--- config.mk ---
export PLATFORM = sky130hd
export DESIGN_NAME = mem_stage_dmem_ctrl
export DESIGN_NICKNAME = d
export VERILOG_FILES = /design/src/rtl/mem_stage_dmem_ctrl.sv
export SDC_FILE = /design/constraint.sdc
export NUM_CORES = 1
export LEC_CHECK = 0
export BUFFER_PORTS_ARGS = -buffer_cell sky130_fd_sc_hd__buf_2
export CAP_MARGIN = 25
export CORE_AREA = 2 2 93 95
export CTS_BUF_LIST = sky130_fd_sc_hd__clkbuf_8
export CTS_CLUSTER_SIZE = 8
export DETAILED_ROUTE_END_ITERATION = 10
export DIE_AREA = 0 0 95 97
export PLACE_DENSITY = 0.87
export SYNTH_ARGS = -nofsm -noshare
export SYNTH_HDL_FRONTEND = slang
export SYNTH_SLANG_ARGS = --single-unit
export TNS_END_PERCENT = 30
--- constraint.sdc ---
create_clock -name clk -period 2.3 [get_ports clk]
set_input_delay 0.46 -clock clk [delete_from_list [all_inputs] [get_ports clk]]
set_output_delay 0.46 -clock clk [all_outputs]
set_load 0.02 [all_outputs]
--- src/rtl/mem_stage_dmem_ctrl.sv ---
// MEM-stage data-memory controller: issues EX/MEM loads/stores to the data cache and stalls the pipe until dcache_resp.
// Optional perf counters (perf_loads, perf_stores, perf_stall_cycles) are built only when DMEM_PERF_CNT_EN is defined.
//
// state | meaning
// IDLE  | no outstanding request; a new access issues combinationally
// BUSY  | request outstanding, held until dcache_resp
// DONE  | access completed, waiting for pipe_advance; no re-issue
module mem_stage_dmem_ctrl #(
  parameter int width     = 32,
  parameter int CNT_WIDTH = 32
) (
  input  logic                 clk,
  input  logic                 rst,
  input  logic                 ex_mem_valid,
  input  logic                 ex_mem_is_load,
  input  logic                 ex_mem_is_store,
  input  logic [2:0]           ex_mem_funct3,
  input  logic [width-1:0]     ex_mem_alu_out,
  input  logic [width-1:0]     ex_mem_rs2_out,
  input  logic                 pipe_advance,
  input  logic                 dcache_resp,
  input  logic [width-1:0]     dcache_rdata,
  output logic                 dcache_read,
  output logic                 dcache_write,
  output logic [width-1:0]     dcache_address,
  output logic [width-1:0]     dcache_wdata,
  output logic [3:0]           dcache_mbe,
  output logic                 dmem_stall,
  output logic [width-1:0]     datacache_address,
  output logic [width-1:0]     data_cache_rdata,
  output logic                 misaligned
`ifdef DMEM_PERF_CNT_EN
  ,
  output logic [CNT_WIDTH-1:0] perf_loads,
  output logic [CNT_WIDTH-1:0] perf_stores,
  output logic [CNT_WIDTH-1:0] perf_stall_cycles
`endif
);

  localparam logic [1:0] IDLE = 2'd0;
  localparam logic [1:0] BUSY = 2'd1;
  localparam logic [1:0] DONE = 2'd2;

  logic [1:0]       state_q, state_d;
  logic [width-1:0] rdata_q;
  logic [1:0]       byte_off;
  logic             is_mem;
  logic             misalign_cond;
  logic             access;
  logic             req_active;
  logic [3:0]       mbe_raw;

  assign byte_off = ex_mem_alu_out[1:0];
  assign is_mem   = ex_mem_valid & (ex_mem_is_load | ex_mem_is_store);

  always_comb begin
    misalign_cond = 1'b0;
    case (ex_mem_funct3)
      3'b001, 3'b101: misalign_cond = byte_off[0];
      3'b010:         misalign_cond = (byte_off != 2'b00);
      default:        misalign_cond = 1'b0;
    endcase
  end

  assign access = is_mem & ~misalign_cond;
  // DONE suppresses the request so a completed access is never sent twice.
  assign req_active = access & (state_q != DONE);

  always_comb begin
    mbe_raw = 4'b1111;
    if (!ex_mem_is_load) begin
      case (ex_mem_funct3[1:0])
        2'b00:   mbe_raw = 4'b0001 << byte_off;
        2'b01:   mbe_raw = 4'b0011 << byte_off;
        default: mbe_raw = 4'b1111;
      endcase
    end
  end

  always_comb begin
    state_d = state_q;
    case (state_q)
      IDLE: begin
        if (access && !dcache_resp)
          state_d = BUSY;
        else if (access && dcache_resp && !pipe_advance)
          state_d = DONE;
      end
      BUSY: begin
        if (!access)
          state_d = IDLE;
        else if (dcache_resp)
          state_d = pipe_advance ? IDLE : DONE;
      end
      DONE: begin
        if (pipe_advance)
          state_d = IDLE;
      end
      default: state_d = IDLE;
    endcase
  end

  always_ff @(posedge clk) begin
    if (!rst) begin
      state_q <= IDLE;
      rdata_q <= '0;
    end else begin
      state_q <= state_d;
      if (req_active && dcache_resp && ex_mem_is_load)
        rdata_q <= dcache_rdata;
    end
  end

  // Every output is gated by reset so an abandoned request drops immediately.
  assign dcache_read       = rst & req_active & ex_mem_is_load;
  assign dcache_write      = rst & req_active & ex_mem_is_store;
  assign dcache_mbe        = (rst && req_active) ? mbe_raw : 4'b0000;
  assign dcache_address    = rst ? {ex_mem_alu_out[width-1:2], 2'b00} : '0;
  assign datacache_address = dcache_address;
  assign dcache_wdata      = rst ? (ex_mem_rs2_out << {byte_off, 3'b000}) : '0;
  assign dmem_stall        = rst & req_active & ~dcache_resp;
  assign data_cache_rdata  = !rst ? '0 : (dcache_resp ? dcache_rdata : rdata_q);
  assign misaligned        = rst & is_mem & misalign_cond;

`ifdef DMEM_PERF_CNT_EN
  logic done_load, done_store;

  assign done_load  = req_active & dcache_resp & ex_mem_is_load;
  assign done_store = req_active & dcache_resp & ex_mem_is_store;

  always_ff @(posedge clk) begin
    if (!rst) begin
      perf_loads        <= '0;
      perf_stores       <= '0;
      perf_stall_cycles <= '0;
    end else begin
      if (done_load && (perf_loads != '1))
        perf_loads <= perf_loads + CNT_WIDTH'(1);
      if (done_store && (perf_stores != '1))
        perf_stores <= perf_stores + CNT_WIDTH'(1);
      if (dmem_stall && (perf_stall_cycles != '1))
        perf_stall_cycles <= perf_stall_cycles + CNT_WIDTH'(1);
    end
  end
`endif

endmodule
==> impl_metrics.yaml <==
yosys:
  yosysSeqAreaShare_pct: 21.3
  synthCells: 415
  synth_largest_area_cell: "dfxtp_1"
  ys_ff_latch: 34
  synth_edf_count: 0
  synth_top_cell_area_share_pct: 21.3
  synth-main-ff-cell: "dfxtp_1"
  synth.area.top_cells: "dfxtp_1 (21%), mux2i_1 (15%), and2_1 (9.0%)"
  yosys_warnings: 0
  syn_area_per_cell_um2: 7.71
  synth_area_um2: 3200
  ys_types: 31
  async_reset_ff_share_pct: 0
final_layout:
  nets: 715
  syn2layout_area_growth_pct: 36.3
  fin_area_um2: 4360
  layout-drive-gt1-share_pct: 45.1
  most-common-layout-cells: "buf_2 (237), mux2i_1 (48), and2_1 (46), nand3_1 (34), dfxtp_1 (34)"
  final_common_cell: "buf_2"
  n_antenna_cell: 0
grt:
  grt_max_degree: 51
  track_usage_pct: 20.5
  antenna_found_initial: 1
  grt_pass1_wl_um: 15600
  first_global_vias: 3383
  overflow: 0
clocking:
  ctsResizeCount: 0
  cts_buffers: 5
  post-cts-setup-buffer-count: 0
  cts_tree: "built"
  clock-sinks: 34
  clockBufferDepth: 2
  hold_buffers: 0
  insertion_delay_ns: 0.27
  htreeDepth: 2
  path_clk_slew_ns: 0.07
  cts_root_buf: "clkbuf_8"
setup_path:
  endpoint_kind: "output pin"
  cp-start-kind: "primary input"
  cpMaxStageDelayCell: "or3b_4"
  cp_max_fo: 7
  required_ns: 1.84
  rr_worst_depth: 5
  crit_chain: "buf_2, or3b_4, o211a_1, nand3_1, nor2_1, buf_2"
  cp_slowest_stage_delay_ns: 0.42
  critPathMostFrequentCell: "buf_2"
  path_class: "primary input to output pin"
  arrival_ns: 1.77
placed_design:
  post_dp_cell_area_um2: 4250
  port_buffers: 237
  dpl_worst_slack_ns: 0.0887
  hpwl_um: 8060
  place_congestion: 0.883
route:
  antenna_left: 0
  wl_per_cell_um: 14.1
  dr.pass1.iters: 5
  vias: 3638
  drt_iter0_drc: 184
  vias_per_cell: 5.09
  wirelength_um: 10100
  drc: 0
power:
  ir_drop_mv: 0.241
  powerDensity_nw_per_um2: 423
  p_leak_nw: 2.36
  total_power_mw: 1.84
min_path:
  whs_path_depth: 3
  hp-class: "primary input to flip-flop"
die:
  start_util_pct: 39.3
  num_rows: 33
  die_x_um: 95
  die_h_um: 97
  coreArea_um2: 8130
  ios: 242
  die-area_um2: 9220
timing:
  period_needed_ns: 2.23
  setup_viol: 0
  setup_slack_ns: 0.0656
  slew_viol_final: 0
  finClkSkew_ns: 0.00291
  final-hold-violation-count: 0
  setup-tns-final_ns: 0
  rsz0062_at_grt: "false"
  period_share_pct: 97.1
  clock.fmax_mhz: 448
status:
  status: "finished, final reports clean"
flow_run:
  max_cap_viol_count: 0
[synth_stat cells (6+ instances only)]
master / count
buf_2: 6
mux2_2: 8
mux2i_1: 48
nor2_1: 16
buf_6: 7
and2_1: 46
clkbuf_1: 21
o21ai_1: 11
nor2b_1: 33
a21boi_1: 29
dfxtp_1: 34
o21ai_0: 33
buf_4: 35
nand2_1: 17
nand3_1: 34
o211a_1: 9
[through the flow]
stage	util (%)	hold slack, ns	instances
floorplan	-	0.413	418
global placement	52.2	0.427	707
global route	53.6	0.417	715
detailed placement	52.2	0.444	707
finish	53.6	0.435	715
CTS	53.6	0.422	715
[metal layers]
layer	vias to the layer above	share of wire (%)	global-route usage (%)
met5	-	0.16	0
met1	1655	38	22.3
met3	22	8.7	4.98
met4	2	2.1	5.46
li1	1758	-	-
met2	201	51	38.7
[state kept, by name, summed over array words and instances (netlist names)]
name,count
rdata_q,32
state_q,2
[kinds of logic after synthesis]
logic type	Yosys count	share of synthesized area [%]
AND/OR/NAND/NOR	155	26.7
buffers and inverters	77	15.0
AO/OA/AOI/OAI	92	19.1
flip-flops	34	21.3
other	1	0.117
multiplexers	56	17.8
[area by class of cell]
type                       instances  area (um^2)
clock buffer                       8          110
fill                             776         3770
inverter                           4         15.0
multi-input combinational        307         2050
sequential                        34          681
tap                              105          131
timing repair buffer             257         1370
[worst paths after layout]
| check | startpoint | to | slack (ns) |
|---|---|---|---|
| setup reg to reg | state_q[0] | rdata_q[23] | 1.02 |
| hold reg to reg | state_q[1] | state_q[0] | 0.47 |
| setup / recovery | ex_mem_funct3[1] | dcache_mbe[0] | 0.07 |
| hold / removal | pipe_advance | state_q[1] | 0.44 |
[critical path: cells and delay by family]
family	cells	cell delay, ns
and+or+nand+nor	3	0.79
buffers and inverters	2	0.29
AOI/OAI and AO/OA	1	0.24
[power by group]
group	total [mW]	internal, mW	switching, mW
Clock	0.503	0.302	0.201
Sequential	0.612	0.605	0.00776
Combinational	0.727	0.295	0.432
No activity file was read; power rests on OpenSTA's default activity.
